[src/rtl/ram_if_arbiter_pkg.sv]
// ============================================================================
// Module  : ram_if_arbiter_pkg
// Brief   : Shared types and constants for the two-port RAM interface arbiter.
// Revision: 1.0 - initial release
// ============================================================================
`default_nettype none

package ram_if_arbiter_pkg;

    localparam int c_ADDR_W            = 16;
    localparam int c_DATA_W            = 32;
    localparam int c_BE_W              = c_DATA_W / 8;
    localparam int c_MAX_BURST_DEFAULT = 4;

    // Which port, if any, had an access issued in the previous cycle
    typedef enum logic [1:0] {
        IDLE = 2'd0,
        ACC0 = 2'd1,
        ACC1 = 2'd2
    } arb_state_t;

endpackage

`default_nettype wire

[src/rtl/ram_if.sv]
// ============================================================================
// Module  : Ram_if
// Brief   : Single-cycle RAM access interface; client side seen from the
//           arbiter, memory side driven by the arbiter.
// Revision: 1.0 - initial release
// ============================================================================
`default_nettype none

interface Ram_if;

    logic                                           en;
    logic [ram_if_arbiter_pkg::c_ADDR_W-1:0]        addr;
    logic [ram_if_arbiter_pkg::c_DATA_W-1:0]        data_w;
    logic                                           we;
    logic [ram_if_arbiter_pkg::c_BE_W-1:0]          be;
    logic [ram_if_arbiter_pkg::c_DATA_W-1:0]        data_r;
    logic                                           delay;

    modport client (input en, addr, data_w, we, be, output data_r, delay);
    modport memory (output en, addr, data_w, we, be, input data_r, delay);

endinterface

`default_nettype wire

[src/rtl/ram_if_arb_pick.sv]
// ============================================================================
// Module  : ram_if_arb_pick
// Brief   : Combinational two-way grant selection. Tie rule selected by
//           RAM_IF_ARBITER_ROUND_ROBIN_EN (defined: round robin, else port 0).
// Revision: 1.0 - initial release
// ============================================================================
`default_nettype none

module ram_if_arb_pick (
    input  logic [1:0] req,
    input  logic [1:0] lock,
    input  logic [1:0] limit,
    input  logic       ptr,
    output logic [1:0] grant
);

    logic w_tie_port;

`ifdef RAM_IF_ARBITER_ROUND_ROBIN_EN
    assign w_tie_port = ~ptr;
`else
    logic w_unused_ptr;
    assign w_unused_ptr = ptr;
    assign w_tie_port   = 1'b0;
`endif

    // limit[x] means port x used up its burst and must yield to the other
    always_comb begin
        grant = 2'b00;
        if (lock[0] && req[0]) begin
            grant = 2'b01;
        end else if (lock[1] && req[1]) begin
            grant = 2'b10;
        end else if (req == 2'b11) begin
            if (limit[0])
                grant = 2'b10;
            else if (limit[1])
                grant = 2'b01;
            else
                grant = w_tie_port ? 2'b10 : 2'b01;
        end else begin
            grant = req;
        end
    end

endmodule

`default_nettype wire

[src/rtl/ram_if_arbiter.sv]
// ============================================================================
// Module  : ram_if_arbiter
// Brief   : Zero-latency two-port arbiter onto one RAM port with stall lock and
//           burst limit. Option: RAM_IF_ARBITER_ROUND_ROBIN_EN (round-robin tie).
// Revision: 1.0 - initial release
// ============================================================================
`default_nettype none

module ram_if_arbiter
    import ram_if_arbiter_pkg::*;
#(
    parameter int MAX_BURST        = c_MAX_BURST_DEFAULT,
    parameter int ADDR_SELECT_NONE = 0
) (
    input  logic   clk,
    input  logic   resetb,
    Ram_if.client  in_0,
    Ram_if.client  in_1,
    Ram_if.memory  mem
);

    localparam int                 c_CNT_W = $clog2(MAX_BURST + 1);
    localparam logic [c_CNT_W-1:0] c_MAX   = c_CNT_W'(MAX_BURST);
    localparam int                 c_unused_addr_select = ADDR_SELECT_NONE;

    arb_state_t         r_state;
    logic               r_gnt_d;
    logic               r_ptr;
    logic [c_CNT_W-1:0] r_burst;
    logic [1:0]         r_lost;

    logic [1:0] w_req;
    logic [1:0] w_lock;
    logic [1:0] w_limit;
    logic [1:0] w_grant;
    logic       w_same;
    logic       w_other_req;
    logic       w_locked;

    // Requests are masked while in reset so nothing reaches the memory
    assign w_req = {in_1.en, in_0.en} & {2{resetb}};

    assign w_lock[0]  = (r_state == ACC0) && mem.delay && w_req[0];
    assign w_lock[1]  = (r_state == ACC1) && mem.delay && w_req[1];
    assign w_limit[0] = (r_state == ACC0) && (r_burst == c_MAX) && w_req[1];
    assign w_limit[1] = (r_state == ACC1) && (r_burst == c_MAX) && w_req[0];

    ram_if_arb_pick u_pick (
        .req   (w_req),
        .lock  (w_lock),
        .limit (w_limit),
        .ptr   (r_ptr),
        .grant (w_grant)
    );

    assign w_same      = (r_state != IDLE) && (w_grant[1] == r_gnt_d);
    assign w_other_req = w_grant[1] ? w_req[0] : w_req[1];
    assign w_locked    = |w_lock;

    assign mem.en     = |w_grant;
    assign mem.addr   = w_grant[1] ? in_1.addr   : in_0.addr;
    assign mem.data_w = w_grant[1] ? in_1.data_w : in_0.data_w;
    assign mem.be     = w_grant[1] ? in_1.be     : in_0.be;
    assign mem.we     = (w_grant[1] & in_1.we) | (w_grant[0] & in_0.we);

    assign in_0.data_r = mem.data_r;
    assign in_1.data_r = mem.data_r;
    assign in_0.delay  = (r_state == ACC0) ? mem.delay : r_lost[0];
    assign in_1.delay  = (r_state == ACC1) ? mem.delay : r_lost[1];

    always_ff @(posedge clk or negedge resetb) begin
        if (!resetb) begin
            r_state <= IDLE;
            r_gnt_d <= 1'b0;
            r_ptr   <= 1'b1;
            r_burst <= '0;
            r_lost  <= 2'b00;
        end else begin
            r_lost <= w_req & ~w_grant;
            if (w_grant == 2'b00) begin
                r_state <= IDLE;
                r_burst <= '0;
            end else begin
                r_state <= w_grant[1] ? ACC1 : ACC0;
                r_gnt_d <= w_grant[1];
                r_ptr   <= w_grant[1];
                // A stalled retry is the same access, so it does not count
                if (!w_same)
                    r_burst <= c_CNT_W'(1);
                else if (!w_locked && w_other_req && (r_burst != c_MAX))
                    r_burst <= r_burst + 1'b1;
            end
        end
    end

endmodule

`default_nettype wire

[src/flat_wrapper.sv]
// flat-port wrapper written by rule: the top's interface ports become plain ports
module ram_if_arbiter_flat import ram_if_arbiter_pkg::*;
#(
    parameter int MAX_BURST        = c_MAX_BURST_DEFAULT,
    parameter int ADDR_SELECT_NONE = 0
)
  (clk, resetb, in_0_en, in_0_addr, in_0_data_w, in_0_we, in_0_be, in_0_data_r, in_0_delay, in_1_en, in_1_addr, in_1_data_w, in_1_we, in_1_be, in_1_data_r, in_1_delay, mem_en, mem_addr, mem_data_w, mem_we, mem_be, mem_data_r, mem_delay);
  Ram_if in_0_i ();
  Ram_if in_1_i ();
  Ram_if mem_i ();
  input  logic clk;
  input  logic resetb;
  input wire logic [$bits(in_0_i.en)-1:0] in_0_en;
  input wire logic [$bits(in_0_i.addr)-1:0] in_0_addr;
  input wire logic [$bits(in_0_i.data_w)-1:0] in_0_data_w;
  input wire logic [$bits(in_0_i.we)-1:0] in_0_we;
  input wire logic [$bits(in_0_i.be)-1:0] in_0_be;
  output wire logic [$bits(in_0_i.data_r)-1:0] in_0_data_r;
  output wire logic [$bits(in_0_i.delay)-1:0] in_0_delay;
  input wire logic [$bits(in_1_i.en)-1:0] in_1_en;
  input wire logic [$bits(in_1_i.addr)-1:0] in_1_addr;
  input wire logic [$bits(in_1_i.data_w)-1:0] in_1_data_w;
  input wire logic [$bits(in_1_i.we)-1:0] in_1_we;
  input wire logic [$bits(in_1_i.be)-1:0] in_1_be;
  output wire logic [$bits(in_1_i.data_r)-1:0] in_1_data_r;
  output wire logic [$bits(in_1_i.delay)-1:0] in_1_delay;
  output wire logic [$bits(mem_i.en)-1:0] mem_en;
  output wire logic [$bits(mem_i.addr)-1:0] mem_addr;
  output wire logic [$bits(mem_i.data_w)-1:0] mem_data_w;
  output wire logic [$bits(mem_i.we)-1:0] mem_we;
  output wire logic [$bits(mem_i.be)-1:0] mem_be;
  input wire logic [$bits(mem_i.data_r)-1:0] mem_data_r;
  input wire logic [$bits(mem_i.delay)-1:0] mem_delay;
  assign in_0_i.en = in_0_en;
  assign in_0_i.addr = in_0_addr;
  assign in_0_i.data_w = in_0_data_w;
  assign in_0_i.we = in_0_we;
  assign in_0_i.be = in_0_be;
  assign in_0_data_r = in_0_i.data_r;
  assign in_0_delay = in_0_i.delay;
  assign in_1_i.en = in_1_en;
  assign in_1_i.addr = in_1_addr;
  assign in_1_i.data_w = in_1_data_w;
  assign in_1_i.we = in_1_we;
  assign in_1_i.be = in_1_be;
  assign in_1_data_r = in_1_i.data_r;
  assign in_1_delay = in_1_i.delay;
  assign mem_en = mem_i.en;
  assign mem_addr = mem_i.addr;
  assign mem_data_w = mem_i.data_w;
  assign mem_we = mem_i.we;
  assign mem_be = mem_i.be;
  assign mem_i.data_r = mem_data_r;
  assign mem_i.delay = mem_delay;
  ram_if_arbiter #(.MAX_BURST(MAX_BURST), .ADDR_SELECT_NONE(ADDR_SELECT_NONE)) u_core (.clk(clk), .resetb(resetb), .in_0(in_0_i), .in_1(in_1_i), .mem(mem_i));
endmodule
[config.mk]
export PLATFORM = sky130hd
export DESIGN_NAME = ram_if_arbiter_flat
export DESIGN_NICKNAME = d
export VERILOG_FILES = /design/src/rtl/ram_if_arbiter_pkg.sv /design/src/rtl/ram_if.sv /design/src/rtl/ram_if_arb_pick.sv /design/src/rtl/ram_if_arbiter.sv /design/src/flat_wrapper.sv
export SDC_FILE = /design/constraint.sdc
export NUM_CORES = 1
export LEC_CHECK = 0
export CORE_AREA = 4 4 100 102
export DETAILED_ROUTE_END_ITERATION = 10
export DIE_AREA = 0 0 104 106
export MAX_ROUTING_LAYER = met4
export PLACE_DENSITY_LB_ADDON = 0.25
export SYNTH_ARGS = -nofsm -noshare
export SYNTH_HDL_FRONTEND = slang
export SYNTH_SLANG_ARGS = --single-unit
[constraint.sdc]
create_clock -name clk -period 3.17 [get_ports clk]
set_input_delay 0.4755 -clock clk [delete_from_list [all_inputs] [get_ports clk]]
set_output_delay 0.4755 -clock clk [all_outputs]
set_load 0.05 [all_outputs]
== After elaboration in Yosys (flattened, before gate mapping) ==
Index checks and enable logic that the tools add are counted.

* Bitwise gates (word level): 6
* Reductions and logical operators: 16
* Mux-type cells: 15
* Add/sub/neg operators: 1
* Equal/unequal tests: 7

{| class="wikitable"
|+ Operators by type and width
! cell !! count
|-
| 2-to-1 mux 32 bit || 1
|-
| 2-to-1 mux 16 bit || 1
|-
| 2-to-1 mux 2 bit || 6
|-
| logical AND 1 bit || 11
|-
| 2-to-1 mux 3 bit || 3
|-
| != test 3 bit, second input constant || 2
|-
| AND 2 bit || 2
|-
| equality test 2 bit, second input constant || 2
|-
| 2-to-1 mux 4 bit || 1
|-
| OR reduction 2 bit || 2
|-
| adder 3 x 1 -> 3 bit, second input constant || 1
|-
| equality test 3 bit, second input constant || 1
|-
| 2-to-1 mux 1 bit || 3
|-
| AND 1 bit || 2
|-
| equality test 2 x 1 -> 1 bit, second input constant || 1
|-
| logical NOT 2 bit || 1
|-
| NOT 2 bit || 1
|-
| nonzero test 2 bit || 1
|-
| equality test 1 bit || 1
|-
| logical NOT 1 bit || 1
|-
| bitwise OR 1 bit || 1
|}

* Flip-flop bits (word level): 8
* Logic and storage cells: 49
* Output and inout bits: 120
* Input bits: 143

== Logic depth before layout (Yosys ltp) ==
Gate-level depths: netlist of run 1.

* Depth after elaboration: 13
* Depth in mapped cells: 10
* Gate-level depth less buffers: 8

== Hierarchy ==
Synthesis of run 1 repeated with hierarchy kept, for this count alone.

* Cells, all modules: 186
* Area total of the unflattened synthesis: 1661.6 sq um

{| class="wikitable"
|+ By module, submodules not included
! module !! cells each !! times used !! sequential area each (sq um) !! area each (sq um)
|-
| ram_if_arbiter || 182 || 1 || 226.5 || 1637.8
|-
| ram_if_arb_pick || 4 || 1 || 0.0 || 23.8
|}

== Least setup slack after synthesis of run 1 ==
No wires, ideal clock.

* Path kind: register to output
* From: reg u_core.r_burst[0]
* To: out mem_addr[10]
* Setup slack: 851 ps
* Path buffers: 2
* Data arrival time: 1843 ps
* Required time: 2694 ps
* Stages on the path, launching flop included: 11
* Cells stage by stage: dfrtp_1 -> inv_1 -> ha_1 -> nand2_1 -> o31a_1 -> a21o_1 -> buf_6 -> clkinv_4 -> buf_2 -> nand2_1 -> nand2_1

* Longest elaborated chain between the ends: 8

{| class="wikitable"
|+ Ends and longest elaborated chain
! element !! line !! source
|-
| from (decl) || ram_if_arbiter.sv:29 || <nowiki>logic [c_CNT_W-1:0] r_burst;</nowiki>
|-
| from (signal assigned) || ram_if_arbiter.sv:89 || <nowiki>r_burst <= c_CNT_W'(1);</nowiki>
|-
| from (signal assigned) || ram_if_arbiter.sv:91 || <nowiki>r_burst <= r_burst + 1'b1;</nowiki>
|-
| equality test 3 bit || ram_if_arbiter.sv:45 || <nowiki>assign w_limit[0] = (r_state == ACC0) && (r_burst == c_MAX) && w_req[1];</nowiki>
|-
| logical AND 1 bit (2 in series) || ram_if_arbiter.sv:45 ||
|-
| 2-to-1 mux 2 bit || ram_if_arb_pick.sv:35 || <nowiki>if (limit[0])</nowiki>
|-
| 2-to-1 mux 2 bit || ram_if_arb_pick.sv:34 || <nowiki>end else if (req == 2'b11) begin</nowiki>
|-
| 2-to-1 mux 2 bit || ram_if_arb_pick.sv:32 || <nowiki>end else if (lock[1] && req[1]) begin</nowiki>
|-
| 2-to-1 mux 2 bit || ram_if_arb_pick.sv:30 || <nowiki>if (lock[0] && req[0]) begin</nowiki>
|-
| 2-to-1 mux 16 bit || ram_if_arbiter.sv:61 || <nowiki>assign mem.addr = w_grant[1] ? in_1.addr : in_0.addr;</nowiki>
|-
| to (decl) || flat_wrapper.sv:28 || <nowiki>output wire logic [$bits(mem_i.addr)-1:0] mem_addr;</nowiki>
|}

Every way passes these cells.

== Worst setup path in the final report of run 1 ==
* From: in mem_delay
* To: out mem_we

* Longest elaborated chain between the ends: 7
* Elaborated cells on any way between the ends: 11
* Classes of those cells: mux: 2; bitwise: 3; reduce/logical: 6

{| class="wikitable"
|+ Ends and longest elaborated chain
! element !! line !! source
|-
| from (decl) || flat_wrapper.sv:33 || <nowiki>input wire logic [$bits(mem_i.delay)-1:0] mem_delay;</nowiki>
|-
| logical AND 1 bit (2 in series) || ram_if_arbiter.sv:44 || <nowiki>assign w_lock[1] = (r_state == ACC1) && mem.delay && w_req[1];</nowiki>
|-
| logical AND 1 bit || ram_if_arb_pick.sv:32 ||
|-
| 2-to-1 mux 2 bit || ram_if_arb_pick.sv:32 ||
|-
| 2-to-1 mux 2 bit * || ram_if_arb_pick.sv:30 ||
|-
| AND 1 bit || ram_if_arbiter.sv:64 || <nowiki>assign mem.we = (w_grant[1] & in_1.we) | (w_grant[0] & in_0.we);</nowiki>
|-
| bitwise OR 1 bit * || ram_if_arbiter.sv:64 ||
|-
| to (decl) || flat_wrapper.sv:30 || <nowiki>output wire logic [$bits(mem_i.we)-1:0] mem_we;</nowiki>
|}

Mark *: on every way between the ends. The rest lies on a longest branch, timed or not.

==> results of run 1 <==
## path summary, 6_finish.rpt
kind                                     endpoint              start  depth (start not counted)
worst min-delay path               u_core.r_gnt_d     u_core.r_gnt_d                          2
min in group asynchronous        u_core.r_lost[0]             resetb                          2
max in group asynchronous       u_core.r_burst[0]             resetb                          2
worst max register to register  u_core.r_burst[0]  u_core.r_burst[0]                          8
worst min register to register     u_core.r_gnt_d     u_core.r_gnt_d                          2
worst max-delay path                       mem_we          mem_delay                          7
## power by group
part	internal [µW]	leakage (µW)	switching [µW]
clock network	82.0	0.0000216	37.4
logic	224	0.00128	303
registers	107	0.000107	3.23
## synthesized netlist by cell type (2+ instances only)
library cell / count
nor4_1: 2
nand3_1: 2
clkbuf_1: 5
o31a_1: 2
o21ai_0: 2
a21oi_1: 2
buf_2: 5
nor2_1: 3
buf_4: 64
dfrtp_1: 8
nand2_1: 161
inv_1: 5
mux2i_1: 2
and3_1: 2
xnor2_1: 2
ha_1: 2
## placed cells by master, fill, tap and decap left out
cell type / n
nand2_1: 161
mux2_2: 1
nor4_1: 2
nor2_1: 3
clkdlybuf4s50_1: 112
o31a_1: 2
dfrtp_1: 8
ha_1: 2
clkinv_4: 1
inv_1: 5
buf_4: 55
mux2i_1: 2
a21oi_1: 2
a22o_1: 1
o31ai_1: 1
nand2b_1: 1
a21o_2: 1
buf_12: 1
and3_1: 2
nand3_1: 2
xor2_1: 1
nand2b_4: 1
o21ai_0: 2
nand3b_1: 1
xnor2_1: 2
clkbuf_8: 3
## worst max-delay path: cells and delay by family
family | cells | cell delay, ns
AOI/OAI and AO/OA | 3 | 0.72
buffers and inverters | 3 | 0.97
and+or+nand+nor | 1 | 0.15
## state kept, by name, summed over array words and instances, names as in the netlist
name	cells
u_core.r_gnt_d	1
u_core.r_lost	2
u_core.r_state	2
u_core.r_burst	3
## metal layers
metal	up-vias	part of all wire	GRT usage
met5	-	0	-
met4	0	0.030	0.04368
met3	31	0.11	0.03279
met2	113	0.48	0.1671
met1	770	0.38	0.1034
li1	978	-	-
## stage by stage
stage / hold WS, ns / area [µm²] / instances
after global routing: 0.5619 / 2785 / 486
after CTS: 0.5367 / 2785 / 486
after floorplan: 0.1799 / 1585 / 279
after global placement: 0.5127 / 2744 / 483
final: 0.5271 / 2785 / 486
after detailed placement: 0.5264 / 2744 / 483
## kinds of logic (layout without fill, tap and decap cells)
group           after synthesis  in the layout
compound gates                9              9
flops                         8              8
fa+ha+maj                     2              2
buf+inv                      81            177
xor+xnor                      3              3
simple gates                173            173
mux                           3              3
## cell type report
class	count	area (µm²)	area share
clock buffer	3	41.29	0.01482
inverter	6	27.53	0.009883
multi-input combinational	190	823.3	0.2956
sequential	8	200.2	0.07188
tap	111	138.9	0.04987
timing repair buffer	168	1554	0.5580
==> summary.txt, run 1 <==
Status
  – Status: finished clean

CTS
  – CTS resizes: 0
  – Worst-case clock buffer depth: 2
  – CTS tree: done
  – Worst-Skew Late Latency: 0.22 ns
  – Clock-pin slew on the worst setup and hold paths: 0.04 ns
  – Post-CTS Setup Inserts: 0
  – Clock Sinks: 8
  – CTS H-tree depth: 1
  – CTS hold repair buffers: 0
  – Root buffer cell: clkbuf_8
  – TritonCTS buffer count: 3

Flow run
  – Max-Cap Viols: 0

Worst setup path
  – CP Launch Type: primary input
  – Worst setup EP type: primary output
  – Crit Path Class: primary input to primary output
  – R2r setup slk: 0.97 ns
  – CP Cell Sequence: clkdlybuf4s50_1 > nand3b_1 > o31a_1 > a21o_2 > clkinv_4 > a22o_1 > buf_4
  – Slowest Stage Delay on Critical Path: 0.47 ns
  – Crit path DAT: 2.33 ns
  – CP Data Required Time: 2.69 ns
  – Crit-path slowest cell: clkdlybuf4s50_1
  – Worst Path Max Fanout: 55

Layout
  – N_diodes: 0
  – Layout cells sized above 1: 0.1680
  – Nets: 522
  – Area Growth Syn to Fin: 75.69%
  – Fillcell total: 1004
  – Core Util, Final: 0.3058

Power and ir drop
  – Worst VDD drop: 0.00009317 V
  – Tot Pwr: 757.1 µW
  – PwrDens: 271.8 nW/µm²
  – Leakage: 0.001409 µW

Placed design
  – Final Wtd Congestion: 0.8044
  – DP Worst Slack: 0.3244 ns
  – # port buffers: 166
  – Final HPWL DP: 4750 µm

Drt
  – DR vias/cell: 3.893
  – WL per Instance: 12.04 µm
  – Remaining antenna violation count: 0
  – Final Routed Wirelength: 5853 µm
  – Pre-Repair DR Iteration Count: 4
  – Initial DRC Count: 68
  – Via count: 1892
  – Number of remaining DRC errors: 0

Floorplanning
  – I/O pin cnt: 263
  – Initial Utilization: 0.1740
  – Row cnt: 35
  – Die span in x: 104 µm
  – Die ar.: 11020 µm²
  – Std-Cell Core Area: 9109 µm²
  – Height of the die: 106 µm

Timing
  – Hold Violations, Final: 0
  – Max-slew violations: 0
  – Final TNS setup: 0 ns
  – Clock period minus worst slack: 2.806 ns
  – Max-slew headroom: 0.6702
  – Final worst-path cycle share: 0.8850
  – Setup ws final: 0.3645 ns
  – Max frequency: 0.3564 GHz
  – RSZ-0062 raised after global routing: false
  – Clk_skew: 0.0005194 ns
  – Setup violators final: 0
  – Worst-Margin Slew: 0.4931 ns

Synth
  – Asr flop ratio synth: 1.000
  – Synthesized instance count: 279
  – Syn Area/Cell: 5.682 µm²
  – Synth Area in XOR/XNOR: 0.01657
  – Post-synth top area share: 0.3812
  – Synth Flop Type: dfrtp_1
  – Cell taking the most area after synthesis: nand2_1
  – Combinational family with the most area after synthesis: simple AND/OR/NAND/NOR gates
  – Synth Net Count: 424
  – Yosys cell types: 26
  – EDFF count, synth: 0
  – Synth Register Bits: 8
  – Synth warnings: 0
  – Simple-Gate Fraction of Synth Area: 0.4278
  – Compound-Gate Fraction of Synth Area: 0.03867
  – Synth area leaders: nand2_1 38%, buf_4 30%, dfrtp_1 13%
  – Register area share after synthesis: 0.1263
  – Post-Synth Adder-Cell Area: 0.01579
  – Netlist Area Pre-Place: 1585 µm²
  – Mux cell area share after synthesis: 0.01973

Global routing
  – Initial antenna violation count: 0
  – Gr ovfl total: 0
  – Largest net degree at the start of global routing: 56
  – Vias in the first global route: 1859
  – Global-route wire length before repair: 8963 µm
  – Total GRT Usage: 0.09789

Worst hold path
  – HP Class: flip-flop to flip-flop
Power figures use the tool's default switching activity.
==> inputs of run 2 (changes only) <==
--- a/config.mk
+++ b/config.mk
@@ -10,6 +10,8 @@
 export DIE_AREA = 0 0 104 106
 export MAX_ROUTING_LAYER = met4
 export PLACE_DENSITY_LB_ADDON = 0.25
+export RECOVER_POWER = 25
 export SYNTH_ARGS = -nofsm -noshare
 export SYNTH_HDL_FRONTEND = slang
+export SYNTH_HIERARCHICAL = 1
 export SYNTH_SLANG_ARGS = --single-unit
==> run 2 against run 1 <==
  * Critical path depth rose by 1
  * Power rose by 5.2%
  * Register-to-register slack got worse by 0.33 ns
  * Global-route usage rose by 1.0 points
  * Clock skew rose by 0.0020 ns
  * Non-clock buffer count rose by 2
  * Sequential power rose by 4%
  * First-iteration DRC count fell by 22%
  * Final cell count fell by 19%
==> summary.txt, run 2 <==
Floorplanning
  – I/O pin cnt: 263
  – Height of the die: 106 µm
  – Initial Utilization: 0.1782
  – Row cnt: 35
  – Die span in x: 104 µm
  – Die ar.: 11020 µm²
  – Std-Cell Core Area: 9109 µm²

CTS
  – CTS hold repair buffers: 0
  – Post-CTS Setup Inserts: 0
  – Clock Sinks: 8
  – Worst-case clock buffer depth: 2
  – Worst-Skew Late Latency: 0.24 ns
  – TritonCTS buffer count: 3
  – CTS H-tree depth: 1
  – CTS tree: done
  – Clock-pin slew on the worst setup and hold paths: 0.04 ns
  – CTS resizes: 0
  – Root buffer cell: clkbuf_8

Placed design
  – Inst Count DP: 392
  – DP Worst Slack: 0.1706 ns
  – Area after DPL: 2845 µm²
  – Final HPWL DP: 5664 µm
  – Final Wtd Congestion: 0.7512
  – # port buffers: 166

Timing
  – RSZ-0062 raised after global routing: false
  – Setup ws final: 0.1845 ns
  – Clk_skew: 0.002487 ns
  – Max-slew violations: 0
  – Final worst-path cycle share: 0.9418
  – Max frequency: 0.3350 GHz
  – Setup violators final: 0
  – Final TNS setup: 0 ns
  – Worst-Margin Slew: 0.5459 ns
  – Hold Violations, Final: 0
  – Max-slew headroom: 0.6349
  – Clock period minus worst slack: 2.985 ns

Drt
  – Initial DRC Count: 53
  – Pre-Repair DR Iteration Count: 4
  – WL per Instance: 16.02 µm
  – Remaining antenna violation count: 0
  – Via count: 1576
  – Final Routed Wirelength: 6326 µm
  – Number of remaining DRC errors: 0
  – DR vias/cell: 3.990

Layout
  – Post-route cell area: 2883 µm²
  – Max FFs per register: 3
  – Biggest regs: u_core/r_burst: 3 flops, u_core/r_lost: 2 flops, u_core/r_state: 2 flops
  – Biggest register: u_core/r_burst
  – N_diodes: 0
  – Nets: 431
  – Most common cell after layout, fill and taps aside: clkdlybuf4s50_1
  – Layout cells sized above 1: 0.4049
  – Post-Layout Cell Count: 395
  – Area Growth Syn to Fin: 77.64%
  – Most frequent cells in the layout: 112 x clkdlybuf4s50_1, 54 x buf_4, 52 x mux2_2

Synth
  – Synthesized instance count: 183
  – Synth warnings: 6
  – Synth Net Count: 328
  – Netlist Area Pre-Place: 1623 µm²
  – Syn Area/Cell: 8.868 µm²

Worst setup path
  – Crit-path slowest cell: clkdlybuf4s50_1
  – CP Launch Type: primary input
  – Delay-heaviest family, CP: buffers and inverters
  – Worst setup EP type: primary output
  – CP Cell Sequence: clkdlybuf4s50_1 > nand2_1 > nor3_1 > o21bai_1 > a21oi_4 > buf_12 > mux2_2 > buf_4
  – Crit path DAT: 2.51 ns
  – Worst Path Max Fanout: 38
  – CP Data Required Time: 2.69 ns
  – Crit Path Class: primary input to primary output
  – Slowest Stage Delay on Critical Path: 0.52 ns
  – Crit path buf inv count: 3

Status
  – Status: finished clean

Global routing
  – Vias in the first global route: 1811
  – Initial antenna violation count: 0
  – Total GRT Usage: 0.1080
  – Largest net degree at the start of global routing: 39
  – Global-route wire length before repair: 9094 µm
  – Gr ovfl total: 0

Power and ir drop
  – Leakage: 0.001186 µW
  – PwrDens: 276.3 nW/µm²
  – Worst VDD drop: 0.0001038 V

Worst hold path
  – HP Class: primary input to asynchronous set/reset pin

Flow run
  – Max-Cap Viols: 0
run 2: per-layer routing:
layer	up-vias	share of wire	track usage
li1	756	-	-
met2	112	0.55	0.2084
met4	0	0.018	0.03989
met1	693	0.33	0.09974
met5	-	0	-
met3	15	0.097	0.03400
run 2: cell type report:
cell class                 instances  area, µm²
sequential                         8      200.2
multi-input combinational         95      882.1
clock buffer                       3      41.29
timing repair buffer             170       1590
fill                             974       6226
tap                              111      138.9
inverter                           8      30.03
run 2: path summary, 6_finish.rpt:
check,cells past startpoint,start,slack (ns),endpoint
worst max-delay path,8,in_1_en,0.18,mem_data_w[17]
worst min-delay path,1,resetb,0.42,u_core/r_lost[1]
worst max register to register,12,u_core/r_burst[0],0.64,u_core/r_burst[2]
max in group asynchronous,2,resetb,2.13,u_core/r_state[0]
min in group clk,1,u_core/r_gnt_d,0.54,u_core/r_gnt_d
worst min register to register,1,u_core/r_gnt_d,0.54,u_core/r_gnt_d
run 2: per-stage QoR:
| stage | hold slack, ns | power (µW) | util |
|---|---|---|---|
| finish | 0.4152 | 796.5 | 0.3165 |
| global route | 0.4163 | 840.6 | 0.3165 |
| CTS | 0.4120 | 809.2 | 0.3169 |
| detailed placement | 0.5438 | 674.9 | 0.3124 |
| global placement | 0.5340 | 673.2 | 0.3124 |
| floorplan | 0.1799 | 639.1 | - |
run 2: where the power goes:
group	leakage, µW	internal (µW)	switching (µW)
sequential	0.000105	108	5.38
clock	0.0000216	82.8	46.0
combinational	0.00106	258	296
total	0.00119	449	347
==> variant (settings of run 1) <==
The option `RAM_IF_ARBITER_ROUND_ROBIN_EN` is turned on by a define.
--- a/src/rtl/ram_if_arb_pick.sv
+++ b/src/rtl/ram_if_arb_pick.sv
@@ -6,4 +6,6 @@
 // ============================================================================
 `default_nettype none
+
+`define RAM_IF_ARBITER_ROUND_ROBIN_EN
 
 module ram_if_arb_pick (
Behaviour: not the same (Yosys sat finds a counterexample within 4 cycles, from zero or initial values and one cycle with resetb low).
==> variant against run 1 <==
Total power grew 27%; synthesized area increased by 19%; sequential cell count up 1; worst setup slack got worse by 0.13 ns; non-clock buffer count rose by 4; routed wire length increased by 9.9%; critical path depth unchanged; final area grew 15%; cell count decreased by 17%.
==> variant: results (changes against run 1) <==
| Step | Quantity | Value | Delta |
| --- | --- | --- | --- |
| run status | Result of the run | complete, no violations |  |
| placed design | # placed instances | 400 | -17% |
| placed design | Post-place instance area | 3160 sq um | +15% |
| placed design | Weighted congestion reported at the end of routability-driven placement | 0.778 | -3.3% |
| final layout | # fillers | 925 | -7.9% |
| timing | Least-Margin Pin Slew | 0.558 ns | +0.0646 ns |
| global routing | Global-route total usage across every layer | 10.8% | +0.99 points |
| detailed routing | Wire length after detailed routing | 6440 um | +9.9% |
| power | Power per cell area | 301 nW/um^2 | +11% |
| synthesis | Synthesized instance count | 191 | -32% |
| global routing | Global-route wire length before repair | 9360 um | +4.5% |
| power | Highest ir drop seen on vdd | 0.125 mV | +34% |
| final layout | Post-layout net count | 439 | -16% |
| power | Leakage component of the power | 1.39 nW | -1.2% |
| clock tree | Total CTS buffers | 3 | unchanged |
| final layout | Share of cells above drive strength 1 | 41.3% | +24 points |
| synthesis | Cell type with the largest total area after synthesis | sky130_fd_sc_hd__mux2_4 |  |
| placed design | Post-DP HPWL | 5720 um | +20% |
| synthesis | Synthesized net count | 336 | -21% |
| synthesis | Sequential area share after synthesis | 12.0% | -0.64 points |
| detailed routing | First-iteration detailed-routing DRC count | 73 | +7.4% |
| global routing | Pin count of the biggest net entering global routing | 33 | -41% |
| detailed routing | Via count | 1722 | -9.0% |
| placed design | Post-placement worst setup slack | 0.235 ns | -0.0892 ns |
| synthesis | Top cells by area, synth | sky130_fd_sc_hd__mux2_4 (29%), sky130_fd_sc_hd__buf_4 (25%), sky130_fd_sc_hd__dfrtp_1 (11%) |  |
| critical path | Top fanout value on the critical path | 32 | -42% |
| critical path | Signal arrival time at the worst endpoint | 2.46 ns | +0.13 ns |
[variant: changes by cell type after synthesis, moves of 4 or more]
cell and change:
sky130_fd_sc_hd__buf_6 +4, sky130_fd_sc_hd__clkbuf_1 -4, sky130_fd_sc_hd__mux2_2 +16, sky130_fd_sc_hd__mux2_4 +36, sky130_fd_sc_hd__nand2_1 -153, sky130_fd_sc_hd__nor2_1 +4
[variant: path summary, 6_finish.rpt]
kind	start	end	slack, ns	cells after the start
worst max register to register	u_core.r_burst[0]	u_core.r_burst[1]	1.16	8
worst max-delay path	mem_delay	mem_be[3]	0.24	7
worst min register to register	u_core.r_ptr	u_core.r_ptr	0.59	2
max in group asynchronous	resetb	u_core.r_ptr	2.34	2
worst min-delay path	u_core.r_ptr	u_core.r_ptr	0.59	2
min in group asynchronous	resetb	u_core.r_burst[2]	0.60	2
[variant: cell type report]
cell class	count	area share (%)
Timing Repair Buffer	172	52.5
Multi-Input combinational cell	103	34.1
Sequential cell	9	7.07
Tap cell	111	4.34
Clock buffer	4	1.41
Inverter	5	0.586
[variant: per-layer routing]
| metal | up-vias | track usage, % | routed length [um] |
|---|---|---|---|
| met5 | - | - | 0 |
| met4 | 0 | 2.18 | 95 |
| met3 | 17 | 5.59 | 916 |
| met2 | 148 | 16.8 | 3000 |
| met1 | 753 | 12.5 | 2430 |
| li1 | 804 | - | - |
[variant: cell families after synthesis]
logic type,count (synthesis),synth area share (%)
buf+inv,79,30.7
compound gates,19,8.28
fa+ha+maj,2,1.32
xor+xnor,2,0.927
flops,9,12.0
mux,55,39.8
simple gates,25,7.02
[variant: critical path, stage by stage]
cell	delay [ns]
sky130_fd_sc_hd__clkdlybuf4s50_1	0.51
sky130_fd_sc_hd__nor2b_1	0.22
sky130_fd_sc_hd__nand2_1	0.17
sky130_fd_sc_hd__a31oi_4	0.25
sky130_fd_sc_hd__buf_12	0.26
sky130_fd_sc_hd__mux2_2	0.36
sky130_fd_sc_hd__buf_4	0.19
[variant: where the power goes]
group	internal, mW	switching [mW]	leakage, nW
Combinational	0.333	0.361	1.25
Sequential	0.127	0.0144	0.115
Clock	0.0873	0.0417	0.0228
